[src/rtl/wiegand26_frame_decoder.sv]
// Wiegand-26 frame decoder: detects completed frames, checks both parity bits,
// splits facility/card and queues results in a show-ahead FIFO for the host.
module wiegand26_frame_decoder #(
    parameter int unsigned FIFO_DEPTH = 4,
    parameter int unsigned SETTLE_CYC = 3,
    parameter int unsigned PASS_BAD   = 0
) (
    input  logic        clk,
    input  logic        rst,
    input  logic [25:0] wg_data,
    input  logic        wg_busy,
    input  logic        rd_en,
    input  logic        clr_stat,
    output logic [24:0] rd_data,
    output logic        rd_empty,
    output logic [4:0]  fifo_level,
    output logic        irq,
    output logic [7:0]  err_cnt,
    output logic        ovf
);

    localparam int unsigned PW = $clog2(FIFO_DEPTH);
    localparam int unsigned CW = $clog2(SETTLE_CYC + 1);

    typedef enum logic [1:0] {StIdle, StSettle, StCheck, StPush} state_e;

    state_e          state;
    logic [CW-1:0]   settle_cnt;
    logic [25:0]     cap;
    logic            bad_q;
    logic [7:0]      fac_q;
    logic [15:0]     card_q;

    logic            busy_s1, busy_s2, busy_prev;
    logic            frame_done;

    logic [24:0]     mem [FIFO_DEPTH];
    logic [PW-1:0]   wr_ptr, rd_ptr;
    logic            push, pop, full, wr_en;

    // Two-flop synchronizer plus one history flop for falling-edge detection
    always_ff @(posedge clk or posedge rst) begin
        if (rst) begin
            busy_s1   <= 1'b0;
            busy_s2   <= 1'b0;
            busy_prev <= 1'b0;
        end else begin
            busy_s1   <= wg_busy;
            busy_s2   <= busy_s1;
            busy_prev <= busy_s2;
        end
    end

    assign frame_done = !busy_s2 && busy_prev;

    always_ff @(posedge clk or posedge rst) begin
        if (rst) begin
            state      <= StIdle;
            settle_cnt <= '0;
            cap        <= '0;
            bad_q      <= 1'b0;
            fac_q      <= '0;
            card_q     <= '0;
        end else begin
            case (state)
                StIdle: begin
                    if (frame_done) begin
                        settle_cnt <= CW'(SETTLE_CYC - 1);
                        state      <= StSettle;
                    end
                end
                StSettle: begin
                    if (settle_cnt == '0) begin
                        cap   <= wg_data;
                        state <= StCheck;
                    end else begin
                        settle_cnt <= settle_cnt - 1'b1;
                    end
                end
                StCheck: begin
                    // Even parity over bits 25..13, odd parity over bits 12..0
                    bad_q  <= !((~^cap[25:13]) && (^cap[12:0]));
                    fac_q  <= cap[24:17];
                    card_q <= cap[16:1];
                    state  <= StPush;
                end
                StPush: begin
                    state <= StIdle;
                end
                default: state <= StIdle;
            endcase
        end
    end

    assign push  = (state == StPush) && (!bad_q || (PASS_BAD != 0));
    assign pop   = rd_en && (fifo_level != 5'd0);
    assign full  = (fifo_level == 5'(FIFO_DEPTH));
    assign wr_en = push && (!full || pop);

    always_ff @(posedge clk or posedge rst) begin
        if (rst) begin
            wr_ptr     <= '0;
            rd_ptr     <= '0;
            fifo_level <= '0;
            ovf        <= 1'b0;
            err_cnt    <= '0;
        end else begin
            if (wr_en) wr_ptr <= wr_ptr + 1'b1;
            if (pop)   rd_ptr <= rd_ptr + 1'b1;
            fifo_level <= fifo_level + {4'd0, wr_en} - {4'd0, pop};
            if (clr_stat) begin
                ovf     <= 1'b0;
                err_cnt <= '0;
            end else begin
                if (push && full && !pop) ovf <= 1'b1;
                if ((state == StPush) && bad_q && (err_cnt != 8'hFF)) begin
                    err_cnt <= err_cnt + 8'd1;
                end
            end
        end
    end

    always_ff @(posedge clk) begin
        if (wr_en) mem[wr_ptr] <= {bad_q, fac_q, card_q};
    end

    assign rd_empty = (fifo_level == 5'd0);
    assign irq      = !rd_empty;
    assign rd_data  = rd_empty ? '0 : mem[rd_ptr];

endmodule

[config.mk]
export PLATFORM = sky130hd
export DESIGN_NAME = wiegand26_frame_decoder
export DESIGN_NICKNAME = d
export VERILOG_FILES = /design/src/rtl/wiegand26_frame_decoder.sv
export SDC_FILE = /design/constraint.sdc
export NUM_CORES = 1
export LEC_CHECK = 0
export CAP_MARGIN = 10
export CORE_ASPECT_RATIO = 1.1
export CORE_MARGIN = 5
export CORE_UTILIZATION = 49
export CTS_BUF_LIST = sky130_fd_sc_hd__clkbuf_4
export DETAILED_ROUTE_END_ITERATION = 12
export PLACE_DENSITY = 0.78
export SKIP_LAST_GASP = 1
export SYNTH_ARGS = -nofsm -noshare
export SYNTH_HDL_FRONTEND = slang
export SYNTH_SLANG_ARGS = --single-unit
[constraint.sdc]
create_clock -name clk -period 4.1 [get_ports clk]
set_input_delay 1.23 -clock clk [delete_from_list [all_inputs] [get_ports clk]]
set_output_delay 1.23 -clock clk [all_outputs]
set_load 0.02 [all_outputs]
==> summary.txt <==
Power
  – Pwr Density: 767 nW/µm²
  – Peak VDD IR: 0.000298 V
  – Tot Pwr: 6.62 mW
  – Total leakage power: 3.25 nW

Layout
  – Layout cells sized above 1: 24.6%
  – Ant diodes: 0
  – Multi-input logic area: 2240 µm²
  – Fillers: 1113
  – Finished Layout Cells: 712
  – Storage cell area: 4910 µm²
  – Layout area overhead: 18.2%
  – Fin nets: 556

Synth
  – Post-Syn Nets: 469
  – Post-synthesis simple-gate area fraction: 4.74%
  – Post-synth top flop: edfxtp_1
  – Synth area leaders: edfxtp_1 41%, dfrtp_1 26%, mux2_2 7.9%, mux4_2 7.7%, ha_1 2.9%
  – Largest family of logic cells by synthesized area: multiplexers
  – Top-area cell type share of the netlist area: 41.1%
  – Mux share of post-synthesis cell area: 15.8%
  – Yosys reg bits: 176
  – Top-count cell post-synth: edfxtp_1
  – Synth Area in Compound Gates: 2.48%
  – Adder and majority gate portion of the synthesized area: 3.19%
  – Cell count after synthesis: 420
  – Yosys warnings: 0
  – Dominant cell type by area after synthesis: edfxtp_1
  – Synth top cells by count: 100 x edfxtp_1, 76 x dfrtp_1, 51 x mux2_2
  – Post-synth EDFFs: 100
  – Avg Inst Size Synth: 17.4 µm²
  – Post-synthesis sequential area ratio: 67.1%
  – Post-synth ARST share: 43.2%
  – Syn Std Cell Area: 7300 µm²
  – XOR/XNOR Fraction of Synth Area: 4.40%
  – Distinct cells, synth: 43

STA
  – Period utilization: 92.4%
  – Slew at the pin closest to its max-slew limit: 0.686 ns
  – Final worst slack: 0.314 ns
  – Clock Skew: 0.0183 ns
  – TNS Setup: 0 ns
  – Fmax: 264 MHz
  – Final Hold Fails: 0
  – Slew margin rel.: 54.3%
  – Final Max Tran Viols: 0
  – Final setup violating endpoints: 0
  – Hold WS: 0.373 ns
  – Post-layout min period: 3.79 ns
  – RSZ-0062 raised after global routing: false

CTS
  – Post-CTS Setup Repair Bufs: 0
  – Clock-pin slew on the worst setup and hold paths: 0.13 ns
  – # resized after CTS: 0
  – Max Buffers Root-to-Sink: 2
  – Cts bufs inserted: 17
  – CTS sink cnt: 176
  – Hold buffer count at cts: 0
  – Clock Latency Late Sink: 0.53 ns
  – H-tree depth: 4
  – Root Driver: clkbuf_4
  – CTS tree: built

Worst setup path
  – Worst setup path startpoint: fifo_level[2]$_DFF_PP0_
  – CP arrival: 2.56 ns
  – CP max FO: 28
  – CP Capture Type: output pin
  – R2r setup slk: 1.14 ns
  – R2R cell count: 13
  – WP data required: 2.87 ns
  – Worst Setup Path Type: register to output pin
  – R2r startpoint: fifo_level[1]$_DFF_PP0_
  – Crit start category: register
  – R2R Path End: fifo_level[4]$_DFF_PP0_

Route
  – Iter 0 DRT Violations: 186
  – Vias per Instance: 5.23
  – First-pass DRT Iterations: 5
  – DR DRC count: 0
  – Vias: 3727
  – Antenna viol nets, final: 0
  – DR WL/cell: 17.9 µm
  – Final WL: 12700 µm

Placed design
  – Count of input and output buffers: 71
  – Inst Count DP: 680
  – RD Place Congestion: 0.761
  – DP Worst Slack: 0.427 ns
  – Hpwl dp: 8500 µm

Die
  – Die footprint: 17500 µm²
  – Core Rows: 46
  – I/O pin cnt: 72
  – Die H: 138 µm
  – Starting Density: 50.4%
  – Core footprint: 14500 µm²
  – Chip Width: 126 µm

Global route
  – Initial antenna violation count: 0
  – GR Util All Layers: 15.2%
  – First-pass GRT wire length: 21000 µm
  – Grt total ovfl: 0
  – Largest net degree at the start of global routing: 77
  – Vias in the first global route: 4180

Min path
  – Hold Path End: busy_s2$_DFF_PP0_
  – Worst Hold Class: register to register
  – Hold depth: 0
  – Hold Startpoint: busy_s1$_DFF_PP0_

Outcome
  – Status: complete, no violations

Flow run
  – Max-cap violations: 0
-- critical path, cell delays in order, from the launching register on --
cell and delay (ns):
dfrtp_1 0.40, inv_1 0.08, ha_1 0.21, and2_1 0.16, inv_2 0.34, and2_1 0.24
clkdlybuf4s50_1 0.62
-- area by class of cell --
type	instances	share of cell area, %
Multi-Input combinational cell	210	25.9
Sequential cell	176	56.8
Clock buffer	18	1.57
Inverter	20	0.870
Tap cell	192	2.78
Clock inverter	14	2.09
Timing Repair Buffer	82	9.91
-- routing by layer --
| metal | track usage, % | up-vias | wire length (µm) |
|---|---|---|---|
| met3 | 3.85 | 8 | 554 |
| met2 | 27.0 | 94 | 6870 |
| met1 | 18.6 | 1892 | 5190 |
| met5 | 0 | - | 0 |
| li1 | - | 1733 | - |
| met4 | 4.12 | 0 | 123 |
-- registers in the layout (all words and copies together) (netlist names) --
register    cells
settle_cnt      2
fac_q           8
rd_ptr          2
busy_s2         1
state           2
busy_prev       1
mem           100
card_q         16
err_cnt         8
fifo_level      5
ovf             1
wr_ptr          2
bad_q           1
cap            26
busy_s1         1
-- metrics by stage --
step	util [%]	cell area (µm²)
after floorplan	-	7300
after global placement	57.3	8320
after detailed placement	57.3	8320
after CTS	59.5	8630
after global routing	59.5	8630
final	59.5	8630
-- logic make-up after synthesis --
kind of cell	count (synthesis)
xor+xnor	27
buf+inv	34
simple gates	62
flops	176
compound gates	25
mux	78
fa+ha+maj	18
-- worst max path at each step --
stage                               to  slack (ns)  depth (start not counted)
3_5_place_dp   fifo_level[4]$_DFF_PP0_        0.43                         13
3_3_place_gp   fifo_level[4]$_DFF_PP0_        0.65                         13
4_1_cts                     rd_data[1]        0.20                          6
2_1_floorplan        bad_q$_DFFE_PP0P_        0.93                          1
5_1_grt                     rd_data[3]        0.08                          5
6_report                    rd_data[1]        0.31                          6
-- power by group --
part | internal [mW] | switching [mW] | total, mW
logic | 1.57 | 1.23 | 2.80
clock network | 0.445 | 0.593 | 1.04
registers | 2.43 | 0.354 | 2.78
-- cells in the final DEF, fill, tap and decap left out, types with 2 or more instances in the layout --
cell type,synthesis,routed
edfxtp_1,100,100
dfrtp_1,76,75
clkdlybuf4s50_1,0,71
mux2_2,51,51
and2_1,32,32
mux4_2,25,25
inv_1,19,18
clkbuf_4,0,18
ha_1,17,17
xnor2_1,15,15
nor2_1,10,10
xor2_1,6,6
a21oi_1,6,6
inv_6,0,6
buf_4,0,6
nand2_1,5,5
buf_12,0,5
nand3_1,4,4
xnor3_1,4,4
nor3_1,3,3
a31oi_1,3,3
nand2b_1,3,3
bufinv_16,0,3
nand4_1,2,2
o21ba_2,2,2
inv_2,1,2
mux2i_1,2,2
o22ai_1,2,2
xnor3_2,2,2
clkinv_2,0,2
(Power assumes the default switching activity.)
